[config.mk]
export PLATFORM = sky130hd
export DESIGN_NAME = column_scheduler_flat
export DESIGN_NICKNAME = d
export VERILOG_FILES = /design/src/rtl/column_scheduler_if.sv /design/src/rtl/column_scheduler.sv /design/src/flat_wrapper.sv
export SDC_FILE = /design/constraint.sdc
export NUM_CORES = 1
export LEC_CHECK = 0
export ABC_AREA = 0
export CAP_MARGIN = 20
export CORE_ASPECT_RATIO = 0.9
export CORE_MARGIN = 2
export CORE_UTILIZATION = 40
export CTS_CLUSTER_SIZE = 24
export DETAILED_ROUTE_END_ITERATION = 8
export PLACE_DENSITY = 0.66
export SYNTH_ARGS = -nofsm -noshare
export SYNTH_HDL_FRONTEND = slang
export SYNTH_SLANG_ARGS = --single-unit
[constraint.sdc]
create_clock -name clk_33 -period 4.4 [get_ports clk_33]
set_input_delay 0.88 -clock clk_33 [delete_from_list [all_inputs] [get_ports clk_33]]
set_output_delay 0.88 -clock clk_33 [all_outputs]
set_load 0.05 [all_outputs]
[src/rtl/column_scheduler_if.sv]
// Port bundle between column_scheduler (master) and its neighbours: framebuffer_sync,
// the LED driver loader and column_mux (slave side of the modport pair).
interface column_scheduler_if #(
  parameter int N_COLUMNS = 8
);
  // Pulse semantics: slice_start, clr_err, data_req, column_ready and slice_done are
  // single-cycle strobes with no back-pressure; data_ready is a level acknowledging data_req.
  logic                         slice_start;
  logic                         data_ready;
  logic                         clr_err;
  logic                         data_req;
  logic [$clog2(N_COLUMNS)-1:0] column_idx;
  logic                         column_ready;
  logic                         slice_done;
  logic                         busy;
  logic                         underrun;
  logic                         overrun;
  logic [2:0]                   fsm_state;

  modport master (
    input  slice_start, data_ready, clr_err,
    output data_req, column_idx, column_ready, slice_done, busy, underrun, overrun, fsm_state
  );

  modport slave (
    output slice_start, data_ready, clr_err,
    input  data_req, column_idx, column_ready, slice_done, busy, underrun, overrun, fsm_state
  );
endinterface

[src/rtl/column_scheduler.sv]
// Column sequencer for one LED multiplex slice: request, wait for load, fire, hold drive window.
// Optional anti-ghosting dead time after each column is enabled by COLUMN_SCHED_BLANK_EN.
module column_scheduler #(
  parameter int N_COLUMNS      = 8,
  parameter int DRIVE_CYCLES   = 330,
  parameter int TIMEOUT_CYCLES = 64,
  parameter int BLANK_CYCLES   = 4
) (
  input  logic                clk_33,
  input  logic                nrst,
  column_scheduler_if.master  bus
);
  localparam int IW = $clog2(N_COLUMNS);
  localparam int DW = $clog2(DRIVE_CYCLES);
  localparam int TW = $clog2(TIMEOUT_CYCLES);
  localparam logic [IW-1:0] LAST_COL    = IW'(N_COLUMNS - 1);
  localparam logic [DW-1:0] DRIVE_LAST  = DW'(DRIVE_CYCLES - 1);
  localparam logic [TW-1:0] TIMEOUT_LAST = TW'(TIMEOUT_CYCLES - 1);

  typedef enum logic [2:0] {
    IDLE      = 3'd0,
    REQ       = 3'd1,
    WAIT_DATA = 3'd2,
    FIRE      = 3'd3,
    DRIVE     = 3'd4,
    BLANK     = 3'd5,
    DONE      = 3'd6
  } state_t;

  state_t         state;
  logic [IW-1:0]  col;
  logic [DW-1:0]  drive_cnt;
  logic [TW-1:0]  wait_cnt;
`ifdef COLUMN_SCHED_BLANK_EN
  localparam int BW = $clog2(BLANK_CYCLES);
  localparam logic [BW-1:0] BLANK_LAST = BW'(BLANK_CYCLES - 1);
  logic [BW-1:0]  blank_cnt;
`endif

  logic last_col;
  logic timeout_hit;
  logic overrun_hit;

  assign last_col    = (col == LAST_COL);
  assign timeout_hit = (state == WAIT_DATA) && !bus.data_ready && (wait_cnt == TIMEOUT_LAST);
  assign overrun_hit = bus.slice_start && (state != IDLE);

  assign bus.column_idx = col;
  assign bus.fsm_state  = state;

  always_ff @(posedge clk_33 or negedge nrst) begin
    if (!nrst) begin
      state            <= IDLE;
      col              <= '0;
      drive_cnt        <= '0;
      wait_cnt         <= '0;
`ifdef COLUMN_SCHED_BLANK_EN
      blank_cnt        <= '0;
`endif
      bus.data_req     <= 1'b0;
      bus.column_ready <= 1'b0;
      bus.slice_done   <= 1'b0;
      bus.busy         <= 1'b0;
      bus.underrun     <= 1'b0;
      bus.overrun      <= 1'b0;
    end else begin
      bus.data_req     <= 1'b0;
      bus.column_ready <= 1'b0;
      bus.slice_done   <= 1'b0;

      // A fault in the same cycle as clr_err keeps its flag set.
      if (timeout_hit)      bus.underrun <= 1'b1;
      else if (bus.clr_err) bus.underrun <= 1'b0;
      if (overrun_hit)      bus.overrun  <= 1'b1;
      else if (bus.clr_err) bus.overrun  <= 1'b0;

      case (state)
        IDLE: begin
          if (bus.slice_start) begin
            state        <= REQ;
            col          <= '0;
            bus.data_req <= 1'b1;
            bus.busy     <= 1'b1;
          end
        end
        REQ: begin
          state    <= WAIT_DATA;
          wait_cnt <= '0;
        end
        WAIT_DATA: begin
          if (bus.data_ready) begin
            state            <= FIRE;
            bus.column_ready <= 1'b1;
          end else if (timeout_hit) begin
`ifdef COLUMN_SCHED_BLANK_EN
            state     <= BLANK;
            blank_cnt <= '0;
`else
            state          <= last_col ? DONE : REQ;
            bus.slice_done <= last_col;
            bus.data_req   <= !last_col;
            if (!last_col) col <= col + 1'b1;
`endif
          end else begin
            wait_cnt <= wait_cnt + 1'b1;
          end
        end
        FIRE: begin
          state     <= DRIVE;
          drive_cnt <= '0;
        end
        DRIVE: begin
          if (drive_cnt == DRIVE_LAST) begin
`ifdef COLUMN_SCHED_BLANK_EN
            state     <= BLANK;
            blank_cnt <= '0;
`else
            state          <= last_col ? DONE : REQ;
            bus.slice_done <= last_col;
            bus.data_req   <= !last_col;
            if (!last_col) col <= col + 1'b1;
`endif
          end else begin
            drive_cnt <= drive_cnt + 1'b1;
          end
        end
`ifdef COLUMN_SCHED_BLANK_EN
        BLANK: begin
          if (blank_cnt == BLANK_LAST) begin
            state          <= last_col ? DONE : REQ;
            bus.slice_done <= last_col;
            bus.data_req   <= !last_col;
            if (!last_col) col <= col + 1'b1;
          end else begin
            blank_cnt <= blank_cnt + 1'b1;
          end
        end
`endif
        DONE: begin
          state    <= IDLE;
          col      <= '0;
          bus.busy <= 1'b0;
        end
        default: begin
          state    <= IDLE;
          bus.busy <= 1'b0;
        end
      endcase
    end
  end
endmodule

[src/flat_wrapper.sv]
// flat-port wrapper written by rule: the top's interface ports become plain ports
module column_scheduler_flat 
#(
  parameter int N_COLUMNS      = 8,
  parameter int DRIVE_CYCLES   = 330,
  parameter int TIMEOUT_CYCLES = 64,
  parameter int BLANK_CYCLES   = 4
)
  (clk_33, nrst, bus_slice_start, bus_data_ready, bus_clr_err, bus_data_req, bus_column_idx, bus_column_ready, bus_slice_done, bus_busy, bus_underrun, bus_overrun, bus_fsm_state);
  column_scheduler_if #(.N_COLUMNS(N_COLUMNS)) bus_i ();
  input  logic clk_33;
  input  logic nrst;
  input wire logic [$bits(bus_i.slice_start)-1:0] bus_slice_start;
  input wire logic [$bits(bus_i.data_ready)-1:0] bus_data_ready;
  input wire logic [$bits(bus_i.clr_err)-1:0] bus_clr_err;
  output wire logic [$bits(bus_i.data_req)-1:0] bus_data_req;
  output wire logic [$bits(bus_i.column_idx)-1:0] bus_column_idx;
  output wire logic [$bits(bus_i.column_ready)-1:0] bus_column_ready;
  output wire logic [$bits(bus_i.slice_done)-1:0] bus_slice_done;
  output wire logic [$bits(bus_i.busy)-1:0] bus_busy;
  output wire logic [$bits(bus_i.underrun)-1:0] bus_underrun;
  output wire logic [$bits(bus_i.overrun)-1:0] bus_overrun;
  output wire logic [$bits(bus_i.fsm_state)-1:0] bus_fsm_state;
  assign bus_i.slice_start = bus_slice_start;
  assign bus_i.data_ready = bus_data_ready;
  assign bus_i.clr_err = bus_clr_err;
  assign bus_data_req = bus_i.data_req;
  assign bus_column_idx = bus_i.column_idx;
  assign bus_column_ready = bus_i.column_ready;
  assign bus_slice_done = bus_i.slice_done;
  assign bus_busy = bus_i.busy;
  assign bus_underrun = bus_i.underrun;
  assign bus_overrun = bus_i.overrun;
  assign bus_fsm_state = bus_i.fsm_state;
  column_scheduler #(.N_COLUMNS(N_COLUMNS), .DRIVE_CYCLES(DRIVE_CYCLES), .TIMEOUT_CYCLES(TIMEOUT_CYCLES), .BLANK_CYCLES(BLANK_CYCLES)) u_core (.clk_33(clk_33), .nrst(nrst), .bus(bus_i));
endmodule
# After elaboration in Yosys (flattened, before gate mapping)
# Cells that the tools add are included.
# op_classes
n_addsub,3
eq_ne,15
n_mux,33
n_bitwise,1
reduce_logical,18
# ops
operator,count
3-bit 2-to-1 mux,10
9-bit case mux with 2 select lines,1
3-bit case mux with 5 select lines,1
1-bit 2-to-1 mux,13
6-bit 2-to-1 mux,2
3-bit case mux with 4 select lines,1
6-bit case mux with 2 select lines,1
9-bit by 1-bit adder with 9-bit output (second input constant),1
3-bit equality test (second input constant),3
9-bit equality test (second input constant),1
9-bit 2-to-1 mux,1
2-bit != test (second input constant),4
2-bit nonzero test,4
6-bit by 1-bit adder with 6-bit output (second input constant),1
3-bit by 2-bit equality test with 1-bit output (second input constant),2
6-bit equality test (second input constant),1
3-bit AND reduction,2
5-bit AND reduction,1
2-bit by 1-bit != test with 1-bit output (second input constant),2
1-bit case mux with 2 select lines,2
2-bit AND reduction,2
4-bit nonzero test,1
4-bit OR reduction,1
3-bit by 1-bit adder with 3-bit output (second input constant),1
other kinds (8),11
# word_totals
reg_bits,27
in_bits,5
out_inout_bits,12
word_cells,80

# Longest topological paths before layout
# Gate-level depths: netlist (run 1).
# depth
ltp_word,6
depth_mapped,6
mapped_depth_nobuf,6

# Worst setup path after synthesis (run 1)
# Ideal clock, no wire load.
# synth_timing
path_kind,register to register
from,register u_core.col[0] (netlist: u_core.bus.column_idx[0])
to,register u_core.col[1] (netlist: u_core.bus.column_idx[1])
setup_ns,0.136
t_arrival_ns,1.823
required_ns,4.264
path_slack_ns,2.441
stages_incl_launch_ff,6
path_buffers,0
synth_period_minus_slack_ns,1.959
path_cell_list,dfrtp_1 -> ha_1 -> ha_1 -> o41a_1 -> nor4_4 -> o22ai_1
# synth_via
elab_chain_len,5
word_cells_on_any_way,7
classes_between,add/sub (1); eq/ne (1); mux (5)
# synth_rtl
item,line_no,rtl
from (decl),column_scheduler.sv:31,logic [IW-1:0] col;
from (signal assigned),column_scheduler.sv:102,if (!last_col) col <= col + 1'b1;
from (signal assigned),column_scheduler.sv:121,if (!last_col) col <= col + 1'b1;
3-bit by 1-bit adder with 3-bit output or 3-bit equality test (tied branches),"column_scheduler.sv:102, column_scheduler.sv:121, column_scheduler.sv:44",
3-bit 2-to-1 mux (*),"column_scheduler.sv:102, column_scheduler.sv:121",
3-bit 2-to-1 mux,column_scheduler.sv:94,end else if (timeout_hit) begin
3-bit 2-to-1 mux,column_scheduler.sv:91,if (bus.data_ready) begin
3-bit case mux with 4 select lines (*),column_scheduler.sv:77,case (state)
# Every way passes the cells marked *; elsewhere a longest branch is shown, timed or not. The select of a mux whose other input is x is not followed.
# A chain may end at the register's enable or synchronous reset.

# Worst setup path after layout (run 1)
# layout_timing
from,register u_core.state[0] (netlist: u_core.bus.fsm_state[0])
to,output port bus_fsm_state[0]
# layout_rtl
item,line_no,rtl
from (decl),column_scheduler.sv:30,state_t state;
from (signal assigned),column_scheduler.sv:99,state <= last_col ? DONE : REQ;
from (signal assigned),column_scheduler.sv:118,state <= last_col ? DONE : REQ;
to (decl),flat_wrapper.sv:23,output wire logic [$bits(bus_i.fsm_state)-1:0] bus_fsm_state;
# No word-level cell between the ends.

==> results.tsv, run 1 <==
metric	value	unit
status	completed	
CP top delay family	buffers and inverters	
Fin. Hold Viols	0	
ANT nets after route	0	
post-synthesis mux area share	0.01364	
Die ar.	4170	um2
Syn Nets	156	
fin nets	177	
H-tree depth	1	
largest net degree at the start of global routing	26	
Crit path depth	1	
Post CTS Setup Buffer Count	0	
vias in the first global route	1141	
Longest Clk Path Bufs	2	
post-synthesis cell type count	44	
clock root buffer	clkbuf_8	
Seq/Total Area, Yosys	0.4604	
worst r2r dst	u_core.bus.column_idx[2]$_DFFE_PN0P_	
slowest stage cell, crit path	clkdlybuf4s50_1	
Synth Area in Adders	0.04263	
Post-Syn Area per Cell	10.05	um2
final setup fails	0	
CP arrival	1.90	ns
routed vias	1207	
RSZ-0062 raised after global routing	no	
Slew HR	0.6108	
Reg clk slew, reported paths	0.09	ns
crit path to	bus_fsm_state[0]	
Initial Util	0.4250	
# fillers	306	
row cnt	20	
Routability Congestion	0.8504	
Crit. Startpoint	u_core.bus.fsm_state[0]$_DFFE_PN0P_	
routed length per instance	14.17	um
P_leak	0.0007066	uW
max-slew violation count	0	
layout cells sized above 1	0.06627	
DRC viols	0	
Buf+Inv Stages, Crit Path	1	
most frequent cells in the layout	27 x dfrtp_1, 16 x clkdlybuf4s50_1, 14 x o21ai_0	
initial antenna violation count	0	
post-CTS sizing	0	
Die H	61.47	um
worst reg2reg setup slack	2.47	ns
Post-synth EDFFs	0	
Synth Instances	146	
Yosys Warn Count	0	
post-synthesis compound-gate area fraction	0.1850	
cells along the critical path	clkdlybuf4s50_1	
slowest stage delay, CP	0.91	ns
die span in x	67.85	um
Slew @ Worst Pin	0.5820	ns
post-synth top area cell	dfrtp_1	
#FFs+latches synth	27	
Tot Pwr	812.0	uW
Max Clock Freq	359.1	MHz
global-route wire length before repair	5147	um
final worst path period share	0.6328	
IO Count	17	
Netlist Area Pre-Place	1468	um2
Yosys top cell area share	0.4604	
WP data required	3.52	ns
antenna cells	0	
most common cell after layout, fill and taps aside	dfrtp_1	
vias per cell	5.748	
Worst setup EP type	output port	
Synth Area in Simple Gates	0.2361	
grt ovf	0	
R2R cell count	6	
crit path time final	2.784	ns
setup TNS	0	ns
Clock Latency Late Sink	0.27	ns
max cap viols	0	
gr usage total	0.1623	
core box area	3453	um2
Max Clock Skew	0.001487	ns
Synth Flop Type	dfrtp_1	
number of detailed-route iterations in the first pass	4	
drt total wl	2975	um
XOR/XNOR Fraction of Synth Area	0.02387	
CTS sink cnt	27	
cts hold-fix bufs	0	
drt initial violations	81	
largest family of logic cells by synthesized area	simple AND/OR/NAND/NOR gates	
Cell Count, Final, Fillers Out	210	
origin of the critical flop-to-flop path	u_core.drive_cnt[1]$_DFFE_PN0P_	
crit path max fanout	16	
placed insts	205	
CP Launch Type	register	
hpwl dp	2159	um
CTS tree	built	
worst ir drop on vdd	0.3355	mV
PD cells	465.9	nW/um2
Area contributors post-synth	dfrtp_1 46%, o21ai_0 4.8%, ha_1 4.3%	
Port Buffers	16	
Hold Path Class	reg2reg	
CTS Buf Count	3	
Post-synth ARST share	1.000	
Area Overhead vs Synth	18.76	%
Crit Path Category	reg2out	
-- area by class of cell --
type                       count  area [um2]  area share
clock buffer                   4       45.04     0.02584
inverter                      11       41.29     0.02369
tap                           44       55.05     0.03159
multi-input combinational    105       735.7      0.4221
sequential                    27       675.6      0.3877
timing repair buffer          19       190.2      0.1091
-- per-layer routing --
metal	global-route usage	wire length (um)
met5	0	0
met4	0.05714	52
met3	0.04022	109
met2	0.2605	1419
met1	0.2153	1394
-- sequential cells by signal, summed over array words and instances, names as in the netlist --
| register | count |
|---|---|
| u_core.bus.overrun | 1 |
| u_core.wait_cnt | 6 |
| u_core.bus.fsm_state | 3 |
| u_core.bus.busy | 1 |
| u_core.bus.column_idx | 3 |
| u_core.drive_cnt | 9 |
| u_core.bus.slice_done | 1 |
| u_core.bus.column_ready | 1 |
| u_core.bus.data_req | 1 |
| u_core.bus.underrun | 1 |
-- metrics by stage --
step                      utilization  worst slack (ns)  hold WS [ns]  area, um2
after floorplan                     -             2.441        0.4527       1468
after global routing           0.5047             1.553        0.5143       1743
after global placement         0.4873             1.910        0.4737       1683
after detailed placement       0.4873             1.819        0.4801       1683
final                          0.5047             1.616        0.4892       1743
after CTS                      0.5004             1.596        0.4940       1728
-- cells by family (layout without fill, tap and decap cells) --
group / Yosys count / after routing
simple gates: 52 / 52
buf+inv: 14 / 34
fa+ha+maj: 5 / 5
compound gates: 42 / 42
mux: 2 / 2
xor+xnor: 4 / 4
flops: 27 / 27
-- cells in the mapped netlist (2+ instances only) --
cell type and n:
a21oi_1 6, a31oi_1 3, and2_1 2, buf_2 3
dfrtp_1 27, ha_1 5, inv_1 11, mux2i_1 2
nand2_1 8, nand2b_1 3, nand3_1 9, nand3b_1 4
nand4_1 2, nand4bb_1 2, nor2_1 5, nor2b_1 2
nor3_1 2, nor3b_1 2, o211ai_1 3, o21a_1 3
o21ai_0 14, o22ai_1 2, o31ai_1 2, xor2_1 4
-- where the power goes --
part	total, uW	switching, uW	internal, uW
Sequential	356	70.9	285
Clock	141	76.2	64.9
Combinational	315	193	122
Total	812	340	472
-- worst min-delay path by stage --
stage                                                end  slack (ns)                      startpoint  cells past startpoint
after CTS                 u_core.wait_cnt[5]$_DFFE_PN0P_        0.49  u_core.wait_cnt[5]$_DFFE_PN0P_                      1
final                     u_core.wait_cnt[5]$_DFFE_PN0P_        0.49  u_core.wait_cnt[5]$_DFFE_PN0P_                      1
after global routing      u_core.wait_cnt[5]$_DFFE_PN0P_        0.51  u_core.wait_cnt[5]$_DFFE_PN0P_                      1
after detailed placement  u_core.wait_cnt[5]$_DFFE_PN0P_        0.48  u_core.wait_cnt[5]$_DFFE_PN0P_                      1
after global placement    u_core.bus.overrun$_DFFE_PN0P_        0.47  u_core.bus.overrun$_DFFE_PN0P_                      1
after floorplan           u_core.wait_cnt[5]$_DFFE_PN0P_        0.45  u_core.wait_cnt[5]$_DFFE_PN0P_                      1
No activity file was read; power rests on OpenSTA's default activity.
==> inputs of run 2 (changes only) <==
Clock period 4.4 ns to 2.6 ns, I/O delays scaled along.
==> results.tsv, run 2 (same netlist as run 1, synthesis figures left out) <==
metric	value	unit	change
status	completed		
Largest Register	u_core.drive_cnt		
Routability Congestion	0.8662		+1.9%
DRC viols	0		unchanged
die span in x	67.85	um	unchanged
core box area	3453	um2	unchanged
Reg clk slew, reported paths	0.09	ns	about the same
hpwl dp	2283	um	+5.7%
PD cells	799.3	nW/um2	+72%
RSZ-0062 raised after global routing	no		
max cap viols	0		unchanged
cells along the critical path	clkdlybuf4s50_1		
max-slew violation count	0		unchanged
CP Launch Type	register		
max reg flops	9		unchanged
largest net degree at the start of global routing	28		+7.7%
Clock Latency Late Sink	0.28	ns	about the same
Fin. Hold Viols	0		unchanged
Logic pwr share	0.409		+0.022
fin nets	177		unchanged
register area	675.6	um2	unchanged
CTS sink cnt	27		unchanged
setup TNS	0	ns	unchanged
Initial Util	0.4250		unchanged
slowest stage delay, CP	0.88	ns	-0.03 ns
Slew @ Worst Pin	0.5008	ns	-0.08120 ns
clock root buffer	clkbuf_8		
origin of the critical flop-to-flop path	u_core.drive_cnt[1]$_DFFE_PN0P_		
most common cell after layout, fill and taps aside	dfrtp_1		
Area Overhead vs Synth	18.24	%	
Buf+Inv Stages, Crit Path	1		unchanged
sequential share of power	0.419		-0.020
final worst path period share	0.8762		
drt total wl	3063	um	+3.0%
vias in the first global route	1144		+0.26%
CP top delay family	buffers and inverters		
IO Count	17		unchanged
biggest regs	u_core.drive_cnt (9), u_core.wait_cnt (6)		
post-CTS sizing	0		unchanged
final setup fails	0		unchanged
Die ar.	4170	um2	unchanged
Pint	811.1	uW	+72%
drt initial violations	52		-36%
cts hold-fix bufs	0		unchanged
min-delay src	u_core.wait_cnt[5]$_DFFE_PN0P_		
Max Clock Freq	439.0	MHz	
Hold Path Class	reg2reg		
grt ovf	0		unchanged
number of detailed-route iterations in the first pass	4		unchanged
crit path max fanout	14		-2
layout cells sized above 1	0.06627		unchanged
gr usage total	0.1713		+0.008964
worst r2r dst	u_core.bus.column_idx[0]$_DFFE_PN0P_		
crit path time final	2.278	ns	
CP arrival	1.76	ns	-0.14 ns
# fillers	329		+7.5%
routed vias	1187		-1.7%
P_leak	0.0007046	uW	-0.28%
ANT nets after route	0		unchanged
Max Clock Skew	0.006170	ns	+0.004682 ns
Tot Pwr	1387	uW	+71%
Die H	61.47	um	unchanged
Hold EP	u_core.wait_cnt[5]$_DFFE_PN0P_		
Crit Path Category	reg2out		
CTS tree	built		
worst reg2reg setup slack	0.63	ns	-1.84 ns
row cnt	20		unchanged
routed length per instance	14.59	um	+3.0%
most frequent cells in the layout	27 x dfrtp_1, 16 x clkdlybuf4s50_1, 14 x o21ai_0		
slowest stage cell, crit path	clkdlybuf4s50_1		
worst ir drop on vdd	0.6303	mV	+88%
R2R cell count	6		unchanged
WP data required	2.08	ns	-1.44 ns
clock share of power	0.172		-0.002
Multi-input gate area	735.7	um2	unchanged
Port Buffers	16		unchanged
Post CTS Setup Buffer Count	0		unchanged
initial antenna violation count	0		unchanged
Worst setup EP type	output port		
global-route wire length before repair	5361	um	+4.2%
CTS Buf Count	3		unchanged
Slew HR	0.6651		+0.05430
switch share	0.4153		-0.003009
hold path cells	1		unchanged
antenna cells	0		unchanged
H-tree depth	1		unchanged
Net Sw Power	576.1	uW	+70%
vias per cell	5.652		-1.7%
Longest Clk Path Bufs	2		unchanged
==> run 2: cell counts in the layout (fill, tap and decap cells not counted) <==
Identical to the previous run, type by type.
==> run 2: how the worst max path moves through the flow <==
stage,depth (start not counted),slack [ns],from,end
2_1_floorplan,5,0.64,u_core.bus.column_idx[0]$_DFFE_PN0P_,u_core.bus.column_idx[1]$_DFFE_PN0P_
3_3_place_gp,5,0.48,bus_data_ready,u_core.bus.column_idx[1]$_DFFE_PN0P_
3_5_place_dp,5,0.38,bus_data_ready,u_core.bus.column_idx[2]$_DFFE_PN0P_
4_1_cts,1,0.30,u_core.bus.fsm_state[0]$_DFFE_PN0P_,bus_fsm_state[0]
5_1_grt,1,0.25,u_core.bus.fsm_state[1]$_DFFE_PN0P_,bus_fsm_state[1]
6_report,1,0.32,u_core.bus.fsm_state[1]$_DFFE_PN0P_,bus_fsm_state[1]
==> run 2: power groups by stage <==
stage               registers [uW]  logic [uW]  clock network, uW
detailed placement             586         574                  0
floorplan                      692         286                  0
CTS                            580         574                251
global route                   593         621                271
global placement               584         567                  0
finish                         581         567                239
==> run 2: final cells by class <==
class / count / share of cell area
repair buffers: 19 / 0.1053
well taps: 44 / 0.03172
flip-flops and latches: 27 / 0.3893
multi-input cells: 105 / 0.4239
clock buffers: 4 / 0.02596
inverters: 11 / 0.02379
==> run 2: stage by stage <==
| stage | hold slack, ns | utilization | setup WS (ns) | cell area (um2) | instances |
|---|---|---|---|---|---|
| finish | 0.5011 | 0.5025 | 0.3220 | 1735 | 210 |
| global route | 0.5245 | 0.5025 | 0.2486 | 1735 | 210 |
| global placement | 0.4737 | 0.4895 | 0.4798 | 1690 | 206 |
| detailed placement | 0.4908 | 0.4895 | 0.3790 | 1690 | 206 |
| CTS | 0.5047 | 0.5025 | 0.3039 | 1735 | 210 |
| floorplan | 0.2244 | - | 0.6414 | 1468 | 146 |
==> run 2: metal layers <==
layer | GRT usage | share of wire | vias up
li1 | - | - | 579
met1 | 0.2294 | 0.49 | 578
met2 | 0.2801 | 0.46 | 26
met3 | 0.04388 | 0.043 | 4
met4 | 0.04286 | 0.0095 | 0
met5 | 0 | 0 | -
